## config.mk

```make
export PLATFORM = sky130hd
export DESIGN_NAME = ts_os_parser_flat
export DESIGN_NICKNAME = d
export VERILOG_FILES = /design/src/rtl/ts_os_parser_pkg.sv /design/src/rtl/ts_os_parser_if.sv /design/src/rtl/ts_os_parser.sv /design/src/flat_wrapper.sv
export SDC_FILE = /design/constraint.sdc
export NUM_CORES = 1
export LEC_CHECK = 0
export CORE_MARGIN = 5
export CORE_UTILIZATION = 55
export CTS_CLUSTER_SIZE = 14
export DETAILED_ROUTE_END_ITERATION = 12
export MAX_ROUTING_LAYER = met4
export PLACE_DENSITY_LB_ADDON = 0.25
export SKIP_LAST_GASP = 1
export SLEW_MARGIN = 20
export SYNTH_ARGS = -nofsm -noshare
export SYNTH_HDL_FRONTEND = slang
export SYNTH_SLANG_ARGS = --single-unit
export TNS_END_PERCENT = 20
```

## constraint.sdc

```tcl
create_clock -name pclk -period 3 [get_ports pclk]
set_input_delay 0.45 -clock pclk [delete_from_list [all_inputs] [get_ports pclk]]
set_output_delay 0.45 -clock pclk [all_outputs]
set_load 0.02 [all_outputs]
```

## src/rtl/ts_os_parser_pkg.sv

```systemverilog
// rtl/ts_os_parser_pkg.sv - shared symbols, parser state and TS field record
// Purpose: ordered-set symbol constants, the parser state encoding and the
//   packed record of TS1/TS2 fields used by the lane parser and its bench.
// Ports: none (package).
package pcie_os_pkg;

  localparam logic [7:0] COM    = 8'hBC;  // K symbol
  localparam logic [7:0] PAD    = 8'hF7;  // K symbol
  localparam logic [7:0] TS1_ID = 8'h4A;  // data symbol
  localparam logic [7:0] TS2_ID = 8'h45;  // data symbol
  localparam int         TS_ID_LEN = 10;

  typedef enum logic [2:0] {
    ST_HUNT,
    ST_LINK,
    ST_LANE,
    ST_NFTS,
    ST_RATE,
    ST_CTRL,
    ST_ID
  } os_state_e;

  typedef struct packed {
    logic       ts_type;     // 0 = TS1, 1 = TS2
    logic       link_pad;
    logic [7:0] link_num;
    logic       lane_pad;
    logic [7:0] lane_num;
    logic [7:0] nfts;
    logic [7:0] rate_id;
    logic [7:0] train_ctrl;
  } ts_fields_t;

  // Two TSs are "identical" for consecutive counting when every field except
  // N_FTS matches; N_FTS may legally vary between otherwise equal TSs.
  function automatic logic same_key(input ts_fields_t a, input ts_fields_t b);
    ts_fields_t ka;
    ts_fields_t kb;
    ka      = a;
    kb      = b;
    ka.nfts = '0;
    kb.nfts = '0;
    return ka == kb;
  endfunction

endpackage

```

## src/rtl/ts_os_parser_if.sv

```systemverilog
// rtl/ts_os_parser_if.sv - PIPE lane receive inputs and parsed TS outputs
// Purpose: bundles one lane's PIPE receive symbols plus the parser results.
// Ports: master drives RxData/RxDataK/RxValid/RxStatus/consec_clr and reads
//   the results; slave (the parser) reads the symbols and drives ts_valid,
//   the ts_* fields, consec_cnt and os_error.
interface ts_os_parser_if #(
  parameter int CNT_WIDTH = 4
);
  logic [7:0]           RxData;
  logic                 RxDataK;
  logic                 RxValid;
  logic [2:0]           RxStatus;
  logic                 consec_clr;

  logic                 ts_valid;
  logic                 ts_type;
  logic [7:0]           ts_link_num;
  logic                 ts_link_pad;
  logic [7:0]           ts_lane_num;
  logic                 ts_lane_pad;
  logic [7:0]           ts_nfts;
  logic [7:0]           ts_rate_id;
  logic [7:0]           ts_train_ctrl;
  logic [CNT_WIDTH-1:0] consec_cnt;
  logic                 os_error;

  modport master (
    output RxData, RxDataK, RxValid, RxStatus, consec_clr,
    input  ts_valid, ts_type, ts_link_num, ts_link_pad, ts_lane_num,
           ts_lane_pad, ts_nfts, ts_rate_id, ts_train_ctrl, consec_cnt,
           os_error
  );

  modport slave (
    input  RxData, RxDataK, RxValid, RxStatus, consec_clr,
    output ts_valid, ts_type, ts_link_num, ts_link_pad, ts_lane_num,
           ts_lane_pad, ts_nfts, ts_rate_id, ts_train_ctrl, consec_cnt,
           os_error
  );
endinterface

```

## src/rtl/ts_os_parser.sv

```systemverilog
// rtl/ts_os_parser.sv - per-lane Gen1/Gen2 TS1/TS2 ordered-set parser
// Purpose: walks COM, link, lane, N_FTS, rate, control and ten identifier
//   symbols; on a well-formed set pulses ts_valid with the latched fields and
//   updates the count of consecutive identical TSs; pulses os_error when a
//   set in progress is aborted.
// Ports: pclk (rising edge), reset_n (async, active low), rx (slave modport)
//   carrying the PIPE symbol inputs, consec_clr and all parser outputs.
module ts_os_parser
  import pcie_os_pkg::*;
#(
  parameter int CNT_WIDTH = 4,
  parameter int CNT_SAT   = 15
) (
  input  logic          pclk,
  input  logic          reset_n,
  ts_os_parser_if.slave rx
);

  localparam logic [CNT_WIDTH-1:0] SAT     = CNT_WIDTH'(CNT_SAT);
  localparam logic [CNT_WIDTH-1:0] CNT_ONE = CNT_WIDTH'(1);
  localparam logic [3:0]           ID_LAST = 4'(TS_ID_LEN - 1);

  os_state_e            state_q,      state_d;
  logic [3:0]           id_idx_q,     id_idx_d;
  logic [7:0]           id_sym_q,     id_sym_d;
  ts_fields_t           work_q,       work_d;
  ts_fields_t           out_q,        out_d;
  logic                 ts_valid_q,   ts_valid_d;
  logic                 os_error_q,   os_error_d;
  logic                 hist_valid_q, hist_valid_d;
  logic [CNT_WIDTH-1:0] cnt_q,        cnt_d;

  logic sym_ok;
  logic sym_bad;
  logic is_com;
  logic is_pad;
  logic abort;
  logic ts_done;
  logic status_unused;

  assign sym_ok        = rx.RxValid & ~rx.RxStatus[2];
  assign sym_bad       = rx.RxValid &  rx.RxStatus[2];
  assign is_com        = rx.RxDataK && (rx.RxData == COM);
  assign is_pad        = rx.RxDataK && (rx.RxData == PAD);
  assign status_unused = ^rx.RxStatus[1:0];

  // Symbol-level parse.
  always_comb begin
    state_d    = state_q;
    id_idx_d   = id_idx_q;
    id_sym_d   = id_sym_q;
    work_d     = work_q;
    os_error_d = 1'b0;
    ts_done    = 1'b0;
    abort      = 1'b0;

    if (state_q == ST_HUNT) begin
      if (sym_ok && is_com) begin
        state_d  = ST_LINK;
        work_d   = '0;
        id_idx_d = '0;
      end
    end else if (sym_bad) begin
      abort = 1'b1;
    end else if (sym_ok && is_com) begin
      // A COM mid-set kills the current set but starts the next one.
      os_error_d = 1'b1;
      state_d    = ST_LINK;
      work_d     = '0;
      id_idx_d   = '0;
    end else if (sym_ok) begin
      case (state_q)
        ST_LINK: begin
          if (is_pad) begin
            work_d.link_pad = 1'b1;
            work_d.link_num = '0;
            state_d         = ST_LANE;
          end else if (!rx.RxDataK) begin
            work_d.link_num = rx.RxData;
            state_d         = ST_LANE;
          end else begin
            abort = 1'b1;
          end
        end
        ST_LANE: begin
          if (is_pad) begin
            work_d.lane_pad = 1'b1;
            work_d.lane_num = '0;
            state_d         = ST_NFTS;
          end else if (!rx.RxDataK) begin
            work_d.lane_num = rx.RxData;
            state_d         = ST_NFTS;
          end else begin
            abort = 1'b1;
          end
        end
        ST_NFTS: begin
          if (rx.RxDataK) abort = 1'b1;
          else begin
            work_d.nfts = rx.RxData;
            state_d     = ST_RATE;
          end
        end
        ST_RATE: begin
          if (rx.RxDataK) abort = 1'b1;
          else begin
            work_d.rate_id = rx.RxData;
            state_d        = ST_CTRL;
          end
        end
        ST_CTRL: begin
          if (rx.RxDataK) abort = 1'b1;
          else begin
            work_d.train_ctrl = rx.RxData;
            state_d           = ST_ID;
            id_idx_d          = '0;
          end
        end
        ST_ID: begin
          if (rx.RxDataK) begin
            abort = 1'b1;
          end else if (id_idx_q == '0) begin
            // The first identifier decides TS1 vs TS2; the rest must repeat it.
            if (rx.RxData == TS1_ID || rx.RxData == TS2_ID) begin
              work_d.ts_type = (rx.RxData == TS2_ID);
              id_sym_d       = rx.RxData;
              id_idx_d       = 4'd1;
            end else begin
              abort = 1'b1;
            end
          end else if (rx.RxData != id_sym_q) begin
            abort = 1'b1;
          end else if (id_idx_q == ID_LAST) begin
            ts_done  = 1'b1;
            state_d  = ST_HUNT;
            id_idx_d = '0;
          end else begin
            id_idx_d = id_idx_q + 4'd1;
          end
        end
        default: state_d = ST_HUNT;
      endcase
    end

    if (abort) begin
      os_error_d = 1'b1;
      state_d    = ST_HUNT;
      id_idx_d   = '0;
    end
  end

  // Result publication and consecutive-TS history. The last published
  // fields double as the comparison key; hist_valid says whether they count.
  always_comb begin
    out_d        = out_q;
    cnt_d        = cnt_q;
    hist_valid_d = hist_valid_q;
    ts_valid_d   = ts_done;
    if (ts_done) begin
      out_d        = work_q;
      hist_valid_d = 1'b1;
      // A clear coinciding with completion makes this TS the first of a run.
      if (hist_valid_q && !rx.consec_clr && same_key(work_q, out_q))
        cnt_d = (cnt_q >= SAT) ? SAT : cnt_q + CNT_ONE;
      else
        cnt_d = CNT_ONE;
    end else if (rx.consec_clr) begin
      cnt_d        = '0;
      hist_valid_d = 1'b0;
    end
  end

  always_ff @(posedge pclk or negedge reset_n) begin
    if (!reset_n) begin
      state_q      <= ST_HUNT;
      id_idx_q     <= '0;
      id_sym_q     <= '0;
      work_q       <= '0;
      out_q        <= '0;
      ts_valid_q   <= 1'b0;
      os_error_q   <= 1'b0;
      hist_valid_q <= 1'b0;
      cnt_q        <= '0;
    end else begin
      state_q      <= state_d;
      id_idx_q     <= id_idx_d;
      id_sym_q     <= id_sym_d;
      work_q       <= work_d;
      out_q        <= out_d;
      ts_valid_q   <= ts_valid_d;
      os_error_q   <= os_error_d;
      hist_valid_q <= hist_valid_d;
      cnt_q        <= cnt_d;
    end
  end

  assign rx.ts_valid      = ts_valid_q;
  assign rx.ts_type       = out_q.ts_type;
  assign rx.ts_link_num   = out_q.link_num;
  assign rx.ts_link_pad   = out_q.link_pad;
  assign rx.ts_lane_num   = out_q.lane_num;
  assign rx.ts_lane_pad   = out_q.lane_pad;
  assign rx.ts_nfts       = out_q.nfts;
  assign rx.ts_rate_id    = out_q.rate_id;
  assign rx.ts_train_ctrl = out_q.train_ctrl;
  assign rx.consec_cnt    = cnt_q;
  assign rx.os_error      = os_error_q;

endmodule

```

## src/flat_wrapper.sv

```systemverilog
// flat-port wrapper written by rule: the top's interface ports become plain ports
module ts_os_parser_flat import pcie_os_pkg::*;
#(
  parameter int CNT_WIDTH = 4,
  parameter int CNT_SAT   = 15
)
  (pclk, reset_n, rx_RxData, rx_RxDataK, rx_RxValid, rx_RxStatus, rx_consec_clr, rx_ts_valid, rx_ts_type, rx_ts_link_num, rx_ts_link_pad, rx_ts_lane_num, rx_ts_lane_pad, rx_ts_nfts, rx_ts_rate_id, rx_ts_train_ctrl, rx_consec_cnt, rx_os_error);
  ts_os_parser_if #(.CNT_WIDTH(CNT_WIDTH)) rx_i ();
  input  logic pclk;
  input  logic reset_n;
  input wire logic [$bits(rx_i.RxData)-1:0] rx_RxData;
  input wire logic [$bits(rx_i.RxDataK)-1:0] rx_RxDataK;
  input wire logic [$bits(rx_i.RxValid)-1:0] rx_RxValid;
  input wire logic [$bits(rx_i.RxStatus)-1:0] rx_RxStatus;
  input wire logic [$bits(rx_i.consec_clr)-1:0] rx_consec_clr;
  output wire logic [$bits(rx_i.ts_valid)-1:0] rx_ts_valid;
  output wire logic [$bits(rx_i.ts_type)-1:0] rx_ts_type;
  output wire logic [$bits(rx_i.ts_link_num)-1:0] rx_ts_link_num;
  output wire logic [$bits(rx_i.ts_link_pad)-1:0] rx_ts_link_pad;
  output wire logic [$bits(rx_i.ts_lane_num)-1:0] rx_ts_lane_num;
  output wire logic [$bits(rx_i.ts_lane_pad)-1:0] rx_ts_lane_pad;
  output wire logic [$bits(rx_i.ts_nfts)-1:0] rx_ts_nfts;
  output wire logic [$bits(rx_i.ts_rate_id)-1:0] rx_ts_rate_id;
  output wire logic [$bits(rx_i.ts_train_ctrl)-1:0] rx_ts_train_ctrl;
  output wire logic [$bits(rx_i.consec_cnt)-1:0] rx_consec_cnt;
  output wire logic [$bits(rx_i.os_error)-1:0] rx_os_error;
  assign rx_i.RxData = rx_RxData;
  assign rx_i.RxDataK = rx_RxDataK;
  assign rx_i.RxValid = rx_RxValid;
  assign rx_i.RxStatus = rx_RxStatus;
  assign rx_i.consec_clr = rx_consec_clr;
  assign rx_ts_valid = rx_i.ts_valid;
  assign rx_ts_type = rx_i.ts_type;
  assign rx_ts_link_num = rx_i.ts_link_num;
  assign rx_ts_link_pad = rx_i.ts_link_pad;
  assign rx_ts_lane_num = rx_i.ts_lane_num;
  assign rx_ts_lane_pad = rx_i.ts_lane_pad;
  assign rx_ts_nfts = rx_i.ts_nfts;
  assign rx_ts_rate_id = rx_i.ts_rate_id;
  assign rx_ts_train_ctrl = rx_i.ts_train_ctrl;
  assign rx_consec_cnt = rx_i.consec_cnt;
  assign rx_os_error = rx_i.os_error;
  ts_os_parser #(.CNT_WIDTH(CNT_WIDTH), .CNT_SAT(CNT_SAT)) u_core (.pclk(pclk), .reset_n(reset_n), .rx(rx_i));
endmodule
```

; Word-level counts from Yosys, hierarchy flattened
; Cells that the tools add are included.
[op_classes]
reduce_logical = 35
shift = 0
n_addsub = 2
bitwise = 7
mul = 0
eq_ne = 30
n_div = 0
order_cmp = 1
muxes = 78
[ops]
columns = op, n
row1 = two-way mux 43 bit, 5
row2 = two-way mux 4 bit, 16
row3 = two-way mux 3 bit, 17
row4 = two-way mux 8 bit, 5
row5 = == test 35 bit, 1
row6 = AND reduction 5 bit, 7
row7 = two-way mux 1 bit, 30
row8 = inequality test 5 x 2 -> 1 bit (second input constant), 6
row9 = nonzero test 3 bit, 10
row10 = two-way mux 9 bit, 2
row11 = inequality test 6 x 2 -> 1 bit (second input constant), 3
row12 = case mux 3 bit (6 select lines), 1
row13 = == test 8 x 7 -> 1 bit (second input constant), 2
row14 = == test 8 bit (second input constant), 2
row15 = AND reduction 8 bit, 2
row16 = AND reduction 12 bit, 1
row17 = == test 3 bit (second input constant), 3
row18 = adder 4 x 1 -> 4 bit (second input constant), 2
row19 = inequality test 8 bit, 1
row20 = case mux 4 bit (2 select lines), 1
row21 = AND reduction 7 bit, 1
row22 = == test 3 x 2 -> 1 bit (second input constant), 2
row23 = inequality test 6 x 3 -> 1 bit (second input constant), 1
row24 = logical AND 1 bit, 5
row25 = 21 further kinds, 27
[totals]
out_inout_bits = 49
inputBits = 16
latch_bits = 0
regBits = 108
mem_count = 0
mem_bits_rw = 0
mem_bits_ro = 0

; Depth between registers and ports, before layout
; Gate-level depths: netlist of the first run.
[logic_depth]
ltp_word = 12
mapped_depth = 9
mapped_depth_nobuf = 9

; Least setup slack after synthesis of the first run
; Ideal clock, no wire load.
[synth_path]
path_type = register to register
startpoint = register u_core.id_idx_q[0]
endpoint = register u_core.id_sym_q[1]
path_slack_ps = 891
setup_time_ps = 125
stages_incl_launch_ff = 9
arrival_time_ps = 1984
period_less_slack_ps = 2109
required_time_ps = 2875
path_cell_list = dfrtp_1 > inv_1 > ha_1 > nor3b_1 > o211ai_1 > nor3_1 > and2_1 > buf_2 > mux2_2
[synth_between]
elab_chain_cells = 2
[synth_rtl]
columns = element, line
row1 = start: declaration, ts_os_parser.sv:24  ; logic [3:0] id_idx_q, id_idx_d;
row2 = start signal: assignment, ts_os_parser.sv:186  ; id_idx_q <= id_idx_d;
row3 = zero test 4 bit, ts_os_parser.sv:122  ; end else if (id_idx_q == '0) begin
row4 = AND reduction 8 bit (no source line), n/a
row5 = end signal: assignment, ts_os_parser.sv:187  ; id_sym_q <= id_sym_d;
row6 = end: declaration, ts_os_parser.sv:25  ; logic [7:0] id_sym_q, id_sym_d;
; Every way passes these cells.
; A chain may end at the register's enable or synchronous reset.

; Worst setup path in the final report of the first run
; Same ends and word-level chain as after synthesis.

==> summary.txt, run 1 <==
Outcome
  • Status: complete, no violations

Route
  • Antenna viol nets, final: 0
  • TritonRoute pass-1 iters: 5
  • Final wirelength: 11600 µm
  • Drt drc: 0
  • DR vias: 3801
  • Post-DR wirelength/cell: 17.8 µm
  • Vias per inst: 5.85
  • DR iter-0 viols: 220

Clock network
  • Num CTS Buffers: 9
  • H-Tree Level Count: 3
  • Clk buf depth: 2
  • Clk slew on worst S/H paths: 0.11 ns
  • Worst skew pair latency: 0.38 ns
  • Clk Tree Root Cell: clkbuf_8
  • Clock Sinks: 108
  • Setup Buffers After CTS: 0
  • CTS hold repair buffers: 0
  • CTS tree: yes
  • Number of gates resized after CTS: 0

GRT
  • Grt ovf: 0
  • Vias in the first global route: 3721
  • Antenna violations before repair: 0
  • Global-route wire length before repair: 19300 µm
  • GRT Total Usage: 22.1%
  • Pin count of the biggest net entering global routing: 48

Cells and area
  • Layout cells sized above 1: 17.1%
  • Area of the multi-input gates: 2310 µm²
  • Syn-to-layout area delta: 18.9%
  • Inserted Diodes: 0
  • FILL cells: 735
  • Sequential cell area: 2700 µm²
  • NumNets Final: 554

Worst setup path
  • Critical path class: register to register
  • FF-to-FF path depth: 7
  • Critical Path End Type: register
  • Levels on crit path: 7
  • Worst Path Buf+Inv: 1
  • CP max FO: 8
  • Critical Path AT: 2.94 ns
  • Reg2Reg Setup Slack: 0.34 ns
  • CP Cell Sequence: inv_1 -> ha_1 -> nor3b_1 -> o211ai_1 -> nor3_1 -> and2_1 -> mux2_2
  • Max incr delay on CP: 0.46 ns
  • CP startpoint kind: register
  • CP required: 3.27 ns
  • Cell family with most CP delay: simple AND/OR/NAND/NOR gates
  • Slowest CP cell: nor3b_1

Logic synthesis
  • Yosys top cell by area: dfrtp_1
  • Top-count cell post-synth: dfrtp_1
  • Most common library cells after synthesis: dfrtp_1 (108), nand2_1 (63), mux2_2 (53)
  • Syn Inst Count: 470
  • Synth top area cells: dfrtp_1 (53%), mux2_2 (12%), xnor2_1 (7.2%)
  • Syn nets: 490
  • Synthesis Warnings: 0
  • Syn avg cell area: 10.9 µm²
  • Synthesized flop and latch total: 108
  • Post-synthesis sequential area ratio: 52.6%
  • Top_reg_cell synth: dfrtp_1
  • Synth top area share: 52.6%
  • Post-synth cell types: 51
  • EDFF count, synth: 0
  • Async SR Flop Fraction: 100%
  • Mapped cell area: 5140 µm²

STA
  • Fmax: 376 MHz
  • Final Max Slew Viols: 0
  • Worst Hold Slack: 0.0651 ns
  • Clock skew: 0.0183 ns
  • Slew at the pin closest to its max-slew limit: 1.01 ns
  • Slew HR: 32.5%
  • Setup TNS: 0 ns
  • Period utilisation layout: 88.7%
  • Fin crit period: 2.66 ns
  • Final setup fails: 0
  • Final hold vios: 0
  • RSZ-0062 raised after global routing: no

Floorplanning
  • Effective utilization at floorplan: 55.9%
  • Die width: 107 µm
  • FP Rows: 35
  • Core box area: 9200 µm²
  • Full die area: 11400 µm²
  • Die H: 107 µm
  • Ports: 65

Hold path
  • Worst hold path class: primary input to asynchronous set/reset pin

Pwr
  • Switch Pwr: 0.00131 W
  • Cell Int Power: 0.00231 W
  • Power Density: 592 nW/µm²
  • VDD IR max: 0.483 mV
  • Comb power frac: 25.0%
  • Clock power share: 25.1%
  • Sw Ratio: 36.3%
  • Seq pwr share: 50.0%
  • LEAKAGE: 2.70 nW

Placed design
  • Final HPWL DP: 8510 µm
  • Final Wtd Congestion: 0.903
  • Count of input and output buffers: 62

Job
  • Max-cap violations: 0
[power groups by stage]
stage | clock (W) | combinational (W) | sequential (W)
after floorplan | 0 | 0.000611 | 0.00178
after global placement | 0 | 0.000883 | 0.00182
after detailed placement | 0 | 0.000891 | 0.00183
after CTS | 0.000920 | 0.000897 | 0.00181
after global routing | 0.000979 | 0.00101 | 0.00183
final | 0.000907 | 0.000904 | 0.00181
[flip-flops by register name (all words and copies together), names as in the netlist, 3 cells and up]
name / cells
u_core.work_q: 43
u_core.id_sym_q: 8
u_core.rx.ts_lane_num: 8
u_core.rx.ts_link_num: 8
u_core.rx.ts_nfts: 8
u_core.rx.ts_rate_id: 8
u_core.rx.ts_train_ctrl: 8
u_core.id_idx_q: 4
u_core.rx.consec_cnt: 4
u_core.state_q: 3
[worst reg2reg max path: cells and delay by family (launching register included)]
family,cells,cell delay (ns)
simple gates,3,1.15
flops,1,0.45
mux,1,0.38
compound gates,1,0.29
fa+ha+maj,1,0.18
buf+inv,1,0.11
[stage by stage]
stage | std cells | utilization [%] | instance area, µm² | setup WS [ns] | total power (W)
finish | 650 | 66.4 | 6110 | 0.338 | 0.00362
detailed placement | 634 | 64.2 | 5900 | 0.133 | 0.00273
CTS | 650 | 66.4 | 6100 | 0.354 | 0.00362
global route | 650 | 66.4 | 6110 | 0.154 | 0.00383
global placement | 634 | 64.2 | 5900 | 0.157 | 0.00271
floorplan | 470 | - | 5140 | 0.891 | 0.00239
[layout make-up]
cell class / count / share of cell area (%)
clock buffer: 9 / 2.03
clock inverter: 7 / 1.29
sequential: 108 / 44.2
multi-input combinational: 332 / 37.9
timing repair buffer: 73 / 11.7
inverter: 10 / 0.615
tap: 111 / 2.27
[routing by layer]
layer  part of all wire (%)  global-route usage (%)  vias to the layer above
li1                       -                       -                     1789
met1                     45                    29.9                     1861
met2                     49                    35.3                      140
met3                    5.0                    3.07                       11
met4                   0.91                    6.21                        0
met5                      0                       -                        -
[path summary, 6_finish.rpt]
check                              startpoint            endpoint
setup / recovery           u_core.id_idx_q[0]  u_core.id_sym_q[1]
hold / removal                        reset_n   u_core.work_q[12]
setup reg to reg           u_core.id_idx_q[0]  u_core.id_sym_q[1]
hold reg to reg             u_core.work_q[22]   u_core.work_q[22]
max in group asynchronous             reset_n   u_core.work_q[20]
min in group pclk           u_core.work_q[22]   u_core.work_q[22]
[placed cells by master, fill, tap and decap left out, types with 10 or more instances in the layout]
cell type and count:
dfrtp_1 108, inv_1 10, clkdlybuf4s50_1 61, buf_4 11
mux2_2 53, o21ai_1 13, nor2_1 19, nand4_1 14
xnor2_1 42, o21ai_0 34, nand2_1 63
[cell families (layout without fill, tap and decap cells)]
kind of cell | count (synthesis) | in the layout | share of synthesized area [%]
AO/OA/AOI/OAI | 83 | 83 | 10.1
XOR/XNOR | 43 | 43 | 7.33
adder cells (fa/ha/maj) | 6 | 6 | 1.36
buffers and inverters | 30 | 99 | 2.48
flip-flops | 108 | 108 | 52.6
multiplexers | 53 | 53 | 11.6
AND/OR/NAND/NOR | 147 | 147 | 14.5
No activity file was read; power rests on OpenSTA's default activity.
==> inputs of run 2 (changes only) <==
GPL_TIMING_DRIVEN = 0   (was not set)
PLACE_DENSITY = 0.79   (was not set)
PLACE_DENSITY_LB_ADDON = not set   (was 0.25)
==> summary.txt, run 2 (synthesis gave the netlist of run 1 again) <==
Floorplanning
  • Die width: 107 µm (unchanged)
  • FP Rows: 35 (unchanged)
  • Core box area: 9200 µm² (unchanged)
  • Effective utilization at floorplan: 55.9% (unchanged)
  • Die H: 107 µm (unchanged)
  • Full die area: 11400 µm² (unchanged)
  • Ports: 65 (unchanged)

Worst setup path
  • CP startpoint kind: primary input (was register)
  • CP max FO: 10 (was 8)
  • Critical path class: primary input to register (was register to register)
  • Critical Path AT: 3.02 ns (was 2.94 ns)
  • CP required: 3.23 ns (was 3.27 ns)
  • Critical Path End Type: register (unchanged)

Route
  • Post-DR wirelength/cell: 18.6 µm (was 17.8 µm)
  • Drt drc: 0 (unchanged)
  • DR iter-0 viols: 176 (was 220)
  • Vias per inst: 5.87 (was 5.85)
  • DR vias: 3869 (was 3801)
  • Antenna viol nets, final: 0 (unchanged)
  • TritonRoute pass-1 iters: 5 (unchanged)
  • Final wirelength: 12200 µm (was 11600 µm)

STA
  • RSZ-0062 raised after global routing: no (unchanged)
  • Period utilisation layout: 92.9% (was 88.7%)
  • Final hold vios: 0 (unchanged)
  • Fmax: 359 MHz (was 376 MHz)
  • Final setup fails: 0 (unchanged)
  • Fin crit period: 2.79 ns (was 2.66 ns)
  • Worst Hold Slack: 0.449 ns (was 0.0651 ns)
  • Worst setup margin: 0.212 ns (was 0.338 ns)
  • Final Max Slew Viols: 0 (unchanged)
  • Clock skew: 0.0158 ns (was 0.0183 ns)
  • Slew HR: 59.2% (was 32.5%)
  • Slew at the pin closest to its max-slew limit: 0.608 ns (was 1.01 ns)

Job
  • Max-cap violations: 0 (unchanged)

Hold path
  • Worst hold path class: primary input to register (was primary input to asynchronous set/reset pin)

Pwr
  • Sw Ratio: 35.4% (was 36.3%)
  • VDD IR max: 0.435 mV (was 0.483 mV)
  • Switch Pwr: 0.00126 W (was 0.00131 W)
  • LEAKAGE: 2.72 nW (was 2.70 nW)
  • Cell Int Power: 0.00230 W (was 0.00231 W)
  • Clock power share: 23.6% (was 25.1%)
  • Power Density: 584 nW/µm² (was 592 nW/µm²)
  • Total Power: 0.00356 W (was 0.00362 W)
  • Comb power frac: 26.1% (was 25.0%)
  • Seq pwr share: 50.3% (was 50.0%)

Cells and area
  • Largest register by flop count: u_core.work_q (unchanged)
  • Max FFs per register: 43 (unchanged)
  • Commonest non-fill, non-tap cells in the layout: dfrtp_1 (108), nand2_1 (63), clkdlybuf4s50_1 (59) (was dfrtp_1 (108), nand2_1 (63), clkdlybuf4s50_1 (61))
  • Commonest non-fill, non-tap cell in the layout: dfrtp_1 (unchanged)
  • NumNets Final: 563 (was 554)
  • Layout cells sized above 1: 16.8% (was 17.1%)
  • Non-filler cells, final: 659 (was 650)
  • FILL cells: 729 (was 735)
  • Inserted Diodes: 0 (unchanged)
  • Syn-to-layout area delta: 18.7% (was 18.9%)

GRT
  • Pin count of the biggest net entering global routing: 62 (was 48)
  • Global-route wire length before repair: 20100 µm (was 19300 µm)
  • GRT Total Usage: 23.1% (was 22.1%)
  • Vias in the first global route: 3940 (was 3721)
  • Grt ovf: 0 (unchanged)
  • Antenna violations before repair: 0 (unchanged)

Clock network
  • Clk slew on worst S/H paths: 0.10 ns (was 0.11 ns)
  • Setup Buffers After CTS: 0 (unchanged)
  • CTS tree: yes (unchanged)
  • Clk buf depth: 2 (unchanged)
  • H-Tree Level Count: 3 (unchanged)
  • Num CTS Buffers: 9 (unchanged)
  • Clk Tree Root Cell: clkbuf_8 (unchanged)
  • Worst skew pair latency: 0.37 ns (was 0.38 ns)
  • Clock Sinks: 108 (unchanged)

Placed design
  • Final HPWL DP: 9120 µm (was 8510 µm)
  • Dpl ws: -0.0879 ns (was 0.133 ns)
  • Placed cells: 642 (was 634)
  • Count of input and output buffers: 60 (was 62)
  • Final Wtd Congestion: 0.847 (was 0.903)

Outcome
  • Status: complete, no violations (unchanged)
==> run 2: changes by cell type in the layout (fill, tap and decap cells not counted), moves of 2 or more <==
cell and delta:
clkbuf_1 +8, clkinv_2 +2, buf_2 +12, clkdlybuf4s50_1 -2
buf_4 -11
==> run 2: per-layer routing <==
layer | wire length, µm | GRT usage, %
met1 | 5180 | 29.4
met2 | 6240 | 38.1
met3 | 588 | 3.85
met4 | 218 | 7.03
met5 | 0 | -
==> run 2: power groups by stage <==
stage / Clock [W] / Combinational [W] / Sequential (W)
floorplan: 0 / 0.000611 / 0.00178
global placement: 0 / 0.000898 / 0.00181
detailed placement: 0 / 0.000916 / 0.00182
CTS: 0.000857 / 0.000927 / 0.00179
global route: 0.000920 / 0.00103 / 0.00182
finish: 0.000839 / 0.000932 / 0.00179
==> run 2: critical path, stage by stage <==
cell	delay (ns)
clkdlybuf4s50_1	0.46
buf_2	0.20
nor2b_1	0.38
nand3_1	0.14
nor4_2	0.36
buf_2	0.33
o21ai_1	0.25
buf_2	0.27
nand2_1	0.09
o21ai_0	0.09
==> run 2: worst paths after layout <==
check / start / end / slack [ns] / depth (start not counted)
min in group asynchronous: reset_n / u_core.rx.consec_cnt[2] / 0.56 / 2
worst max-delay path: rx_RxValid / u_core.work_q[18] / 0.21 / 10
max in group asynchronous: reset_n / u_core.work_q[34] / 1.79 / 3
worst min-delay path: rx_RxData[2] / u_core.work_q[35] / 0.45 / 3
worst min register to register: u_core.work_q[16] / u_core.work_q[16] / 0.50 / 2
worst max register to register: u_core.id_idx_q[0] / u_core.id_sym_q[1] / 0.41 / 8
==> run 2: cell type report <==
cell class,count,area [µm²],share of cell area [%]
Sequential cell,108,2700,44.3
Timing Repair Buffer,62,639,10.5
Multi-Input combinational cell,332,2310,37.8
Inverter,10,37.5,0.615
Clock inverter,6,47.5,0.779
Clock buffer,10,138,2.26
Buffer,20,90.1,1.48
Tap cell,111,139,2.28
==> run 2: what timing repair did <==
| item | CTS | global route |
|---|---|---|
| endpoints found under the hold margin | 3 | 0 |
| setup endpoints to repair | 0 | 0 |
| hold buffers | 1 | 0 |
| resized for setup | 0 | 0 |
==> run 2: through the flow <==
stage               TNS, ns  util (%)  instance area [µm²]
floorplan                 0         -                 5140
CTS                       0      66.4                 6100
global placement    -263.43      63.9                 5880
global route              0      66.4                 6100
finish                    0      66.4                 6100
detailed placement   -0.560      64.2                 5910
==> inputs of run 3 (changes only) <==
SKIP_CTS_REPAIR_TIMING = 1   (was not set)
==> summary.txt, run 3 (synthesis gave the netlist of run 1 again) <==
Pwr
  • Seq pwr share: 50.2% (was 50.3%)
  • Cell Int Power: 0.00230 W (about the same)
  • VDD IR max: 0.435 mV (about the same)
  • LEAKAGE: 2.71 nW (was 2.72 nW)
  • Power Density: 586 nW/µm² (was 584 nW/µm²)
  • Sw Ratio: 35.5% (was 35.4%)
  • Comb power frac: 26.2% (was 26.1%)
  • Switch Pwr: 0.00127 W (was 0.00126 W)
  • Clock power share: 23.6% (about the same)

Cells and area
  • Commonest non-fill, non-tap cell in the layout: dfrtp_1 (unchanged)
  • Fin area: 6090 µm² (was 6100 µm²)
  • Largest register by flop count: u_core.work_q (unchanged)
  • Area of the multi-input gates: 2310 µm² (unchanged)
  • Inserted Diodes: 0 (unchanged)
  • Syn-to-layout area delta: 18.6% (was 18.7%)
  • FILL cells: 730 (was 729)
  • Max FFs per register: 43 (unchanged)
  • Final core utilization: 66.2% (was 66.4%)
  • NumNets Final: 562 (was 563)
  • Layout cells sized above 1: 16.8% (about the same)
  • Sequential cell area: 2700 µm² (unchanged)
  • Commonest non-fill, non-tap cells in the layout: dfrtp_1 (108), nand2_1 (63), clkdlybuf4s50_1 (59) (unchanged)

STA
  • Period utilisation layout: 93.2% (was 92.9%)
  • Slew at the pin closest to its max-slew limit: 0.615 ns (was 0.608 ns)
  • Final hold vios: 5 (was 0)
  • Slew HR: 58.7% (was 59.2%)
  • Final setup fails: 0 (unchanged)
  • Fin crit period: 2.80 ns (was 2.79 ns)
  • Worst Hold Slack: -0.00697 ns (was 0.449 ns)
  • RSZ-0062 raised after global routing: no (unchanged)
  • Fmax: 358 MHz (was 359 MHz)
  • Final Max Slew Viols: 0 (unchanged)
  • Clock skew: 0.0158 ns (about the same)

GRT
  • GRT Total Usage: 23.1% (about the same)
  • Vias in the first global route: 3936 (was 3940)
  • Grt ovf: 0 (unchanged)
  • Global-route wire length before repair: 20100 µm (about the same)
  • Antenna violations before repair: 0 (unchanged)
  • Most Crowded Layer GR: met2 (unchanged)
  • GR Layer Usage met3: 3.91% (was 3.85%)
  • Grt met1 use: 29.4% (about the same)
  • M2 GR Usage: 38.0% (was 38.1%)
  • Pin count of the biggest net entering global routing: 62 (unchanged)

Floorplanning
  • Full die area: 11400 µm² (unchanged)
  • Die width: 107 µm (unchanged)
  • FP Rows: 35 (unchanged)
  • Effective utilization at floorplan: 55.9% (unchanged)
  • Die H: 107 µm (unchanged)
  • Core box area: 9200 µm² (unchanged)
  • Ports: 65 (unchanged)

Clock network
  • Clk buf depth: 2 (unchanged)
  • CTS tree: yes (unchanged)
  • Clk Tree Root Cell: clkbuf_8 (unchanged)
  • Clk slew on worst S/H paths: 0.11 ns (was 0.10 ns)
  • Clock Sinks: 108 (unchanged)
  • H-Tree Level Count: 3 (unchanged)
  • Worst skew pair latency: 0.37 ns (about the same)
  • Num CTS Buffers: 9 (unchanged)

Worst setup path
  • CP required: 3.23 ns (about the same)
  • Critical path class: primary input to register (unchanged)
  • Critical Path Sink: u_core.work_q[18] (unchanged)
  • Critical Path End Type: register (unchanged)
  • Critical Path AT: 3.03 ns (was 3.02 ns)
  • CP startpoint kind: primary input (unchanged)
  • Reg-to-Reg Start: u_core.id_idx_q[0] (unchanged)
  • FF-to-FF path depth: 8 (unchanged)
  • CP max FO: 10 (unchanged)
  • Critical Path Source: rx_RxValid (unchanged)
  • RR Endpoint: u_core.id_sym_q[1] (unchanged)
  • Reg2Reg Setup Slack: 0.39 ns (was 0.41 ns)

Route
  • DR vias: 3883 (was 3869)
  • DR iter-0 viols: 191 (was 176)
  • Vias per inst: 5.90 (was 5.87)
  • Antenna viol nets, final: 0 (unchanged)
  • Final wirelength: 12300 µm (was 12200 µm)
  • Post-DR wirelength/cell: 18.6 µm (about the same)
  • TritonRoute pass-1 iters: 4 (was 5)
  • Drt drc: 0 (unchanged)

Placed design
  • Final Wtd Congestion: 0.847 (unchanged)
  • Final HPWL DP: 9120 µm (unchanged)
  • Post-DP Area: 5910 µm² (unchanged)
  • Count of input and output buffers: 60 (unchanged)

Outcome
  • Status: finished with violations (was complete, no violations)
  • Failing checks: negative hold slack

Job
  • Max-cap violations: 0 (unchanged)

Hold path
  • Worst hold path class: primary input to asynchronous set/reset pin (was primary input to register)
-- run 3: changes by cell type in the layout (fill, tap and decap cells not counted) --
cell           previous run  this run
dlygate4sd3_1             1         0
-- run 3: metrics by stage --
step	setup WS [ns]	power (W)	setup TNS, ns	hold WS, ns	std cells
6_report	0.203	0.00357	0	-0.00697	658
5_1_grt	0.0924	0.00377	0	0.00949	658
4_1_cts	0.257	0.00357	0	-0.00202	658
3_5_place_dp	-0.0879	0.00274	-0.560	0.408	642
3_3_place_gp	-2.44	0.00271	-263.43	0.469	641
2_1_floorplan	0.891	0.00239	0	0.154	470
-- run 3: power by group through the flow --
| stage | Sequential (W) | Clock, W | Combinational [W] |
|---|---|---|---|
| after CTS | 0.00179 | 0.000857 | 0.000926 |
| final | 0.00179 | 0.000844 | 0.000935 |
| after detailed placement | 0.00182 | 0 | 0.000916 |
| after global routing | 0.00182 | 0.000920 | 0.00103 |
| after floorplan | 0.00178 | 0 | 0.000611 |
| after global placement | 0.00181 | 0 | 0.000898 |
-- run 3: final cells by class --
type | instances | area share, %
well taps | 111 | 2.28
flip-flops and latches | 108 | 44.4
clock buffers | 10 | 2.26
repair buffers | 61 | 10.3
multi-input cells | 332 | 37.9
inverters | 10 | 0.616
clock inverters | 6 | 0.780
plain buffers | 20 | 1.48
-- run 3: worst min-delay path by stage --
stage,from,end,slack (ns)
2_1_floorplan,reset_n,u_core.hist_valid_q,0.15
3_3_place_gp,u_core.work_q[21],u_core.work_q[21],0.47
3_5_place_dp,reset_n,u_core.rx.consec_cnt[1],0.41
4_1_cts,reset_n,u_core.rx.consec_cnt[1],-0.002
5_1_grt,reset_n,u_core.rx.consec_cnt[1],0.009
6_report,reset_n,u_core.rx.consec_cnt[2],-0.007
-- run 3: routing by layer --
layer  wire length, µm  up-vias
met3               694       19
met4               197        0
met1              5120     1930
li1                  -     1807
met5                 0        -
met2              6250      127
-- run 3: critical path, stage by stage --
cell,delay [ns]
clkdlybuf4s50_1,0.46
buf_2,0.20
nor2b_1,0.38
nand3_1,0.14
nor4_2,0.37
buf_2,0.33
o21ai_1,0.25
buf_2,0.26
nand2_1,0.09
o21ai_0,0.09
